## config.mk

```make
export PLATFORM = sky130hd
export DESIGN_NAME = alarm_controller
export DESIGN_NICKNAME = d
export VERILOG_FILES = /design/src/rtl/alarm_controller.sv
export SDC_FILE = /design/constraint.sdc
export NUM_CORES = 1
export LEC_CHECK = 0
export BUFFER_PORTS_ARGS = -buffer_cell sky130_fd_sc_hd__buf_2
export CORE_UTILIZATION = 55
export CTS_BUF_LIST = sky130_fd_sc_hd__clkbuf_8 sky130_fd_sc_hd__clkbuf_16
export DETAILED_ROUTE_END_ITERATION = 8
export PLACE_DENSITY = 0.83
export REMOVE_ABC_BUFFERS = 1
export SYNTH_ARGS = -nofsm -noshare
export SYNTH_HDL_FRONTEND = slang
export SYNTH_SLANG_ARGS = --single-unit
```

## constraint.sdc

```tcl
create_clock -name clk -period 4.4 [get_ports clk]
set_input_delay 0.44 -clock clk [delete_from_list [all_inputs] [get_ports clk]]
set_output_delay 0.44 -clock clk [all_outputs]
set_load 0.03 [all_outputs]
```

## src/rtl/alarm_controller.sv

```systemverilog
// Alarm buzzer sequencer: compares a programmable 4-digit value against the live
// digits and runs the arm/ring/snooze/timeout machine with a pulsed beep output.
module alarm_controller #(
  parameter int unsigned BEEP_ON      = 25_000_000,
  parameter int unsigned BEEP_OFF     = 25_000_000,
  parameter int unsigned RING_TIMEOUT = 60,
  parameter int unsigned SNOOZE_TICKS = 300
) (
  input  logic        clk,
  input  logic        rst,
  input  logic        tick_i,
  input  logic [3:0]  d0_i,
  input  logic [3:0]  d1_i,
  input  logic [3:0]  d2_i,
  input  logic [3:0]  d3_i,
  input  logic        set_en_i,
  input  logic [15:0] set_val_i,
  input  logic        arm_i,
  input  logic        disarm_i,
  input  logic        ack_i,
  input  logic        snooze_i,
  output logic        buzzer_o,
  output logic [1:0]  state_o,
  output logic        missed_o,
  output logic [15:0] alarm_val_o
);

  localparam int unsigned BEEP_MAX = (BEEP_ON > BEEP_OFF) ? BEEP_ON : BEEP_OFF;
  localparam int unsigned BEEP_W   = $clog2(BEEP_MAX + 1);
  localparam int unsigned RING_W   = $clog2(RING_TIMEOUT + 1);
  localparam int unsigned SNZ_W    = $clog2(SNOOZE_TICKS + 1);

  localparam logic [BEEP_W-1:0] ON_LAST   = BEEP_W'(BEEP_ON - 1);
  localparam logic [BEEP_W-1:0] OFF_LAST  = BEEP_W'(BEEP_OFF - 1);
  localparam logic [RING_W-1:0] RING_LAST = RING_W'(RING_TIMEOUT - 1);
  localparam logic [SNZ_W-1:0]  SNZ_LAST  = SNZ_W'(SNOOZE_TICKS - 1);

  typedef enum logic [1:0] {
    DISARMED = 2'd0,
    ARMED    = 2'd1,
    RINGING  = 2'd2,
    SNOOZE   = 2'd3
  } state_e;

  state_e             state_q, state_d;
  logic               buzzer_q, buzzer_d;
  logic               missed_q, missed_d;
  logic [15:0]        alarmVal_q, alarmVal_d;
  logic               match_q;
  logic               phaseOn_q, phaseOn_d;
  logic [BEEP_W-1:0]  beepCnt_q, beepCnt_d;
  logic [RING_W-1:0]  ringCnt_q, ringCnt_d;
  logic [SNZ_W-1:0]   snzCnt_q, snzCnt_d;

  logic               hit;
  logic               trigger;
  logic               enterRing;

  // Only a rising edge of equality triggers, so an ack while the digits still
  // match cannot immediately re-ring.
  assign hit     = ({d3_i, d2_i, d1_i, d0_i} == alarmVal_q);
  assign trigger = hit && !match_q;

  always_comb begin
    state_d    = state_q;
    alarmVal_d = alarmVal_q;
    buzzer_d   = 1'b0;
    missed_d   = 1'b0;
    phaseOn_d  = phaseOn_q;
    beepCnt_d  = beepCnt_q;
    ringCnt_d  = ringCnt_q;
    snzCnt_d   = snzCnt_q;
    enterRing  = 1'b0;

    if (disarm_i) begin
      state_d = DISARMED;
    end else if (set_en_i) begin
      alarmVal_d = set_val_i;
      if (state_q == RINGING || state_q == SNOOZE) state_d = ARMED;
    end else begin
      unique case (state_q)
        DISARMED: if (arm_i) state_d = ARMED;
        ARMED:    if (trigger) enterRing = 1'b1;
        RINGING: begin
          if (ack_i) begin
            state_d = ARMED;
          end else if (snooze_i) begin
            state_d  = SNOOZE;
            snzCnt_d = '0;
          end else if (tick_i && ringCnt_q == RING_LAST) begin
            state_d  = ARMED;
            missed_d = 1'b1;
          end else begin
            if (tick_i) ringCnt_d = ringCnt_q + RING_W'(1);
            // Each phase counter restarts at zero when the phase flips.
            if (phaseOn_q) begin
              if (beepCnt_q == ON_LAST) begin
                phaseOn_d = 1'b0;
                beepCnt_d = '0;
                buzzer_d  = 1'b0;
              end else begin
                beepCnt_d = beepCnt_q + BEEP_W'(1);
                buzzer_d  = 1'b1;
              end
            end else begin
              if (beepCnt_q == OFF_LAST) begin
                phaseOn_d = 1'b1;
                beepCnt_d = '0;
                buzzer_d  = 1'b1;
              end else begin
                beepCnt_d = beepCnt_q + BEEP_W'(1);
                buzzer_d  = 1'b0;
              end
            end
          end
        end
        SNOOZE: begin
          if (ack_i) begin
            state_d = ARMED;
          end else if (tick_i && snzCnt_q == SNZ_LAST) begin
            enterRing = 1'b1;
          end else if (tick_i) begin
            snzCnt_d = snzCnt_q + SNZ_W'(1);
          end
        end
        default: state_d = DISARMED;
      endcase
    end

    if (enterRing) begin
      state_d   = RINGING;
      phaseOn_d = 1'b1;
      beepCnt_d = '0;
      ringCnt_d = '0;
      buzzer_d  = 1'b1;
    end
  end

  always_ff @(posedge clk or posedge rst) begin
    if (rst) begin
      state_q    <= DISARMED;
      buzzer_q   <= 1'b0;
      missed_q   <= 1'b0;
      alarmVal_q <= 16'h0000;
      match_q    <= 1'b0;
      phaseOn_q  <= 1'b0;
      beepCnt_q  <= '0;
      ringCnt_q  <= '0;
      snzCnt_q   <= '0;
    end else begin
      state_q    <= state_d;
      buzzer_q   <= buzzer_d;
      missed_q   <= missed_d;
      alarmVal_q <= alarmVal_d;
      match_q    <= hit;
      phaseOn_q  <= phaseOn_d;
      beepCnt_q  <= beepCnt_d;
      ringCnt_q  <= ringCnt_d;
      snzCnt_q   <= snzCnt_d;
    end
  end

  assign buzzer_o    = buzzer_q;
  assign state_o     = state_q;
  assign missed_o    = missed_q;
  assign alarm_val_o = alarmVal_q;

endmodule

```

==> impl_metrics.csv, run 1 <==
group,metric,value,unit
outcome,status,"completed",
final_layout,final_cell_mix,"dfrtp_1 (62), buf_2 (59), nand2_1 (33), a21oi_1 (27), xnor2_1 (19)",
critical_path,slowest_delay,540,ps
final_layout,n_antenna_cell,0,
critical_path,worstPathCellList,"ha_1 > and4b_1 > nand3_1 > a21oi_2 > a21oi_2 > buf_4 > or4_1 > a21oi_1",
floorplan,chipHeight,82.0,um
critical_path,critPathSlowestCell,"or4_1",
final_layout,drive_gt1_share,24.2,%
clock_tree,postCtsSetupRepairBufs,0,
power,p_per_area,315,mW/mm2
clock_tree,cts_tree,"done",
clock_tree,cts_root_buf,"clkbuf_8",
place,gp_congestion,0.925,
yosys,synthCells,358,
yosys,syn_area_per_cell,9.83,um2
grt,grt-ovfl-total,0,
critical_path,critical_path_class,"register to register",
sta,finalSetupViolCount,0,
critical_path,crit_fanout,41,
grt,grt_usage,24.6,%
clock_tree,cts_max_path_buffers,2,
clock_tree,clkTransAtPathRegs,70,ps
sta,fmaxAchievable,377,MHz
sta,hold_viol_final,0,
floorplan,io-pin-count,60,
route,wire_per_inst,15.6,um
critical_path,r2r_slack,1750,ps
sta,tns,0,ps
floorplan,dieArea,0.00672,mm2
critical_path,crit_path_end_kind,"register",
sta,finalCritPeriodShare,60.2,%
sta,slew_headroom,48.1,%
yosys,synth-edff-count,0,
route,drtIter0Drc,176,
clock_tree,cts_max_level,3,
floorplan,die_x,82.0,um
place,post-dp-hpwl,5600,um
clock_tree,cts_buffers,9,
clock_tree,clk_latency,350,ps
sta,worst_slew_pin_slew,778,ps
grt,grt_first_pass_wirelength,12300,um
yosys,synth_area_leaders,"dfrtp_1 (44%), mux2_2 (5.1%), xnor2_1 (4.7%)",
yosys,synthArstFlopShare,100,%
floorplan,std_cell_rows,28,
final_layout,final_common_cell,"dfrtp_1",
yosys,synth_seq_cells,62,
route,firstDrtPassIters,5,
sta,rsz0062_at_grt,"no",
floorplan,start_util,58.1,%
power,irDropWorstVdd,0.000183,V
critical_path,arrival,2920,ps
route,ant_nets,0,
route,post-route-drc-count,0,
clock_tree,hold_buffers,0,
sta,slew_violations,0,
yosys,ys_types,48,
yosys,netlist.top_cell.by_area,"dfrtp_1",
critical_path,reg2regPathDepth,8,
route,routed_wl,7760,um
final_layout,nets,465,
critical_path,worstPathRequired,4670,ps
grt,grt_pass1_vias,2715,
grt,grt_max_degree,63,
sta,fin_crit,2650,ps
sta,clock_skew,11.4,ps
yosys,ys.flop_type,"dfrtp_1",
place,io_buffers,59,
power,power,1.28,mW
yosys,yosys_warnings,0,
job,maxCapViolCount,0,
final_layout,area_delta_synth_final,15.2,%
critical_path,critPathMostFrequentCell,"a21oi_2",
worst_hold_path,hp-class,"input port to asynchronous set/reset pin",
yosys,yosysSeqAreaShare,44.1,%
clock_tree,ctsResizeCount,0,
yosys,synth_area,0.00352,mm2
floorplan,core-area,0.00606,mm2
clock_tree,cts_sinks,62,
power,p_leak,1.75,nW
critical_path,critPathLaunchType,"register",
route,num_vias,3026,
route,viasPerCell,6.09,
yosys,synth_top_area_share,44.1,%
grt,antenna_found_initial,0,
==> flip-flops by register name, indices dropped and copies added (netlist names) <==
| name | flops |
|---|---|
| alarm_val_o | 16 |
| beepCnt_q | 25 |
| buzzer_o | 1 |
| match_q | 1 |
| missed_o | 1 |
| phaseOn_q | 1 |
| ringCnt_q | 6 |
| snzCnt_q | 9 |
| state_o | 2 |
==> report_power, final <==
group / switching, mW / leakage [nW] / total (mW) / internal [mW]
Sequential: 0.0215 / 0.818 / 0.615 / 0.594
Combinational: 0.105 / 0.834 / 0.177 / 0.0723
Clock: 0.215 / 0.0993 / 0.484 / 0.269
Total: 0.341 / 1.75 / 1.28 / 0.935
==> per-layer routing <==
| metal | share of wire (%) | up-vias | global-route usage [%] |
|---|---|---|---|
| met3 | 5.2 | 14 | 4.56 |
| met5 | 0 | - | 0 |
| li1 | - | 1459 | - |
| met1 | 43 | 1469 | 30.1 |
| met4 | 1.7 | 0 | 9.82 |
| met2 | 50 | 84 | 42.6 |
==> cell usage after synthesis, types with 2 or more instances <==
cell	count
dfrtp_1	62
nand2_1	33
a21oi_1	27
xnor2_1	19
o21ai_0	17
o31ai_1	17
mux2_2	16
or4_1	16
nor2_1	15
nand4_1	13
nand3_1	12
clkbuf_1	10
inv_1	9
or3_1	9
ha_1	7
and2_1	6
o211ai_1	6
nor4b_1	5
a21o_1	4
and3_1	4
and4_1	4
nor2b_1	4
nor3_1	4
a22oi_1	3
nand2b_1	3
nor4bb_1	3
xor2_1	3
a21oi_2	2
a22o_1	2
a32o_1	2
buf_6	2
or2_2	2
or4b_1	2
==> final cells by class <==
cell class | instances | area (um2)
fill | 454 | 2010
multi-input combinational | 274 | 1870
sequential | 62 | 1550
timing repair buffer | 62 | 318
clock buffer | 10 | 138
tap | 75 | 93.8
clock inverter | 5 | 51.3
inverter | 9 | 33.8
==> worst max-delay path, delay by kind of cell, from the launching register on <==
| family | cells | cell delay, ps |
|---|---|---|
| DFF | 1 | 400 |
| adders and majority gates | 1 | 430 |
| AOI/OAI and AO/OA | 3 | 470 |
| and+or+nand+nor | 3 | 990 |
| buffers and inverters | 1 | 270 |
==> metrics by stage <==
stage	setup slack [ps]	area (um2)	hold WS [ps]	util, %	instances
floorplan	1760	3450	446	-	345
global placement	1790	3860	471	63.8	482
detailed placement	1710	3860	476	63.8	482
CTS	1760	4050	313	66.9	497
global route	1590	4050	323	66.9	497
finish	1750	4050	294	66.9	497
==> final timing paths <==
| path | end | start |
|---|---|---|
| worst max register to register | beepCnt_q[24] | state_o[0] |
| max in group asynchronous | beepCnt_q[7] | rst |
| worst min register to register | snzCnt_q[8] | snzCnt_q[8] |
| worst max-delay path | beepCnt_q[24] | state_o[0] |
| worst min-delay path | alarm_val_o[12] | rst |
| min in group clk | alarm_val_o[2] | set_val_i[2] |
==> cells by family (layout without fill, tap and decap cells) <==
family / count (synthesis) / in the layout / share of synthesized area (%)
flip-flops: 62 / 62 / 44.1
multiplexers: 16 / 16 / 5.12
XOR/XNOR: 22 / 22 / 5.48
buffers and inverters: 22 / 86 / 2.81
AND/OR/NAND/NOR: 142 / 142 / 23.9
AO/OA/AOI/OAI: 87 / 87 / 16.1
adder cells (fa/ha/maj): 7 / 7 / 2.49
(Power assumes the default switching activity.)
==> run 2, diff against run 1 <==
--- a/config.mk
+++ b/config.mk
@@ -6,10 +6,10 @@
 export NUM_CORES = 1
 export LEC_CHECK = 0
 export BUFFER_PORTS_ARGS = -buffer_cell sky130_fd_sc_hd__buf_2
-export CORE_UTILIZATION = 55
+export CORE_UTILIZATION = 51
 export CTS_BUF_LIST = sky130_fd_sc_hd__clkbuf_8 sky130_fd_sc_hd__clkbuf_16
 export DETAILED_ROUTE_END_ITERATION = 8
-export PLACE_DENSITY = 0.83
+export PLACE_DENSITY = 0.81
 export REMOVE_ABC_BUFFERS = 1
 export SYNTH_ARGS = -nofsm -noshare
 export SYNTH_HDL_FRONTEND = slang
==> constraint.sdc (replaced) <==
create_clock -name clk -period 2.15 [get_ports clk]
set_input_delay 0.215 -clock clk [delete_from_list [all_inputs] [get_ports clk]]
set_output_delay 0.215 -clock clk [all_outputs]
set_load 0.03 [all_outputs]
==> impl_metrics.csv, run 2 (synthesis results as in run 1) <==
group,metric,value,unit
grt,grt-ovfl-total,0,
power,p_seq_share,44.1,%
floorplan,core-area,0.00649,mm2
floorplan,dieArea,0.00724,mm2
route,drtIter0Drc,249,
grt,grt_pass1_vias,3193,
outcome,status,"finished, violations left",
sta,finalCritPeriodShare,103,%
route,wire_per_inst,16.6,um
sta,rsz0062_at_grt,"yes",
clock_tree,clkTransAtPathRegs,70,ps
clock_tree,cts_max_path_buffers,2,
sta,whs,94.9,ps
final_layout,n_antenna_cell,0,
floorplan,std_cell_rows,29,
clock_tree,cts_buffers,9,
critical_path,arrival,2490,ps
critical_path,worstPathRequired,2420,ps
place,gp_congestion,0.848,
clock_tree,clk_latency,350,ps
grt,grt_usage,25.8,%
sta,finalSetupViolCount,8,
sta,fin_crit,2220,ps
critical_path,crit_fanout,19,
sta,tns,-304,ps
sta,clock_skew,8.56,ps
power,p_per_area,613,mW/mm2
power,p_switching,722,uW
clock_tree,cts_tree,"done",
clock_tree,cts_max_level,3,
sta,slew_violations,0,
clock_tree,cts_sinks,62,
power,swShare,25.3,%
critical_path,critPathMostFrequentCell,"a21oi_2",
critical_path,critical_path_class,"register to register",
route,post-route-drc-count,0,
route,ant_nets,0,
final_layout,drive_gt1_share,37.9,%
final_layout,final_common_cell,"dfrtp_1",
critical_path,crit_buf_inv,1,
critical_path,slowest_delay,510,ps
critical_path,critPathLaunchType,"register",
grt,antenna_found_initial,0,
sta,hold_viol_final,0,
power,combPwrFrac,13.9,%
power,pwr-share-clk,42.0,%
floorplan,io-pin-count,60,
critical_path,crit_path_end_kind,"register",
final_layout,largest_reg_flops,25,
power,p_leak,2.08,nW
floorplan,die_x,85.1,um
grt,grt_max_degree,23,
outcome,failed_checks,"setup timing",
floorplan,start_util,54.2,%
route,num_vias,3392,
sta,layout_setup_ws,-67.5,ps
power,irDropWorstVdd,0.000362,V
floorplan,chipHeight,85.1,um
clock_tree,cts_root_buf,"clkbuf_8",
job,maxCapViolCount,0,
grt,grt_first_pass_wirelength,14600,um
final_layout,fill_cells,462,
critical_path,critPathSlowestCell,"or4_4",
power,p_int,2.13,mW
sta,worst_slew_pin_slew,641,ps
critical_path,worstPathCellList,"xnor2_1 > nand4_1 > nor4_4 > a21oi_2 > buf_12 > or4_4 > a21oi_2",
final_layout,area_delta_synth_final,32.2,%
final_layout,final_cell_mix,"dfrtp_1 (62), buf_2 (59), buf_4 (49), nand2_1 (32), xnor2_1 (19)",
route,routed_wl,9170,um
sta,slew_headroom,57.0,%
route,viasPerCell,6.14,
route,firstDrtPassIters,6,
place,io_buffers,59,
critical_path,path_delay_family,"simple AND/OR/NAND/NOR gates",
sta,fmaxAchievable,451,MHz
final_layout,top_register,"beepCnt_q",
final_layout,nets,517,
worst_hold_path,hp-class,"input port to register",
place,post-dp-hpwl,6310,um
## run 2: power by group through the flow
stage	Sequential, mW	Combinational, mW	Clock [mW]
floorplan	1.37	0.144	0
global placement	1.28	0.368	0
detailed placement	1.28	0.376	0
CTS	1.26	0.388	1.22
global route	1.26	0.425	1.27
finish	1.26	0.396	1.20
## run 2: what timing repair did
item                                    4_1_cts  5_1_grt
endpoints found under the setup margin       22       29
hold buffers                                  1        0
cloned                                        1        0
setup buffers                                 4        5
gates resized for setup                       6       27
pin swaps                                    15       21
hold endpoints to repair                     19        0
## run 2: cell type report
class | instances | area, um2 | share of cell area [%]
Timing Repair Buffer | 114 | 759 | 16.3
Clock buffer | 12 | 165 | 3.55
Clock inverter | 4 | 68.8 | 1.48
Sequential cell | 62 | 1550 | 33.4
Inverter | 9 | 33.8 | 0.726
Multi-Input combinational cell | 274 | 1980 | 42.5
Tap cell | 77 | 96.3 | 2.07
## run 2: path summary, 6_finish.rpt
kind,from,end,slack (ps),cells past startpoint
worst min-delay path,set_val_i[15],alarm_val_o[15],90,2
max in group asynchronous,rst,beepCnt_q[10],1100,4
worst max register to register,alarm_val_o[3],beepCnt_q[14],-70,7
min in group asynchronous,rst,alarm_val_o[8],400,3
worst min register to register,snzCnt_q[8],snzCnt_q[8],490,1
worst max-delay path,alarm_val_o[3],beepCnt_q[14],-70,7
## run 2: worst register-to-register path, cell delays in order, from the launching register on
cell and delay [ps]:
dfrtp_1 400, xnor2_1 160, nand4_1 190, nor4_4 420, a21oi_2 150, buf_12 180
or4_4 510, a21oi_2 150
## run 2: stage by stage
stage / power (mW) / utilization [%] / instance area, um2 / std cells / worst slack (ps)
global route: 2.95 / 71.6 / 4650 / 552 / -153
floorplan: 1.51 / - / 3450 / 345 / -486
global placement: 1.64 / 64.5 / 4190 / 525 / -5.90
finish: 2.85 / 71.6 / 4650 / 552 / -67.5
CTS: 2.86 / 69.5 / 4520 / 547 / -16.1
detailed placement: 1.66 / 64.5 / 4190 / 525 / -73.6
## run 2: layer usage
| metal | part of all wire (%) | track usage (%) | vias up |
|---|---|---|---|
| met3 | 6.5 | 4.18 | 18 |
| met1 | 43 | 32.5 | 1651 |
| li1 | - | - | 1569 |
| met2 | 49 | 43.9 | 154 |
| met4 | 1.8 | 11.2 | 0 |
| met5 | 0 | 0 | - |
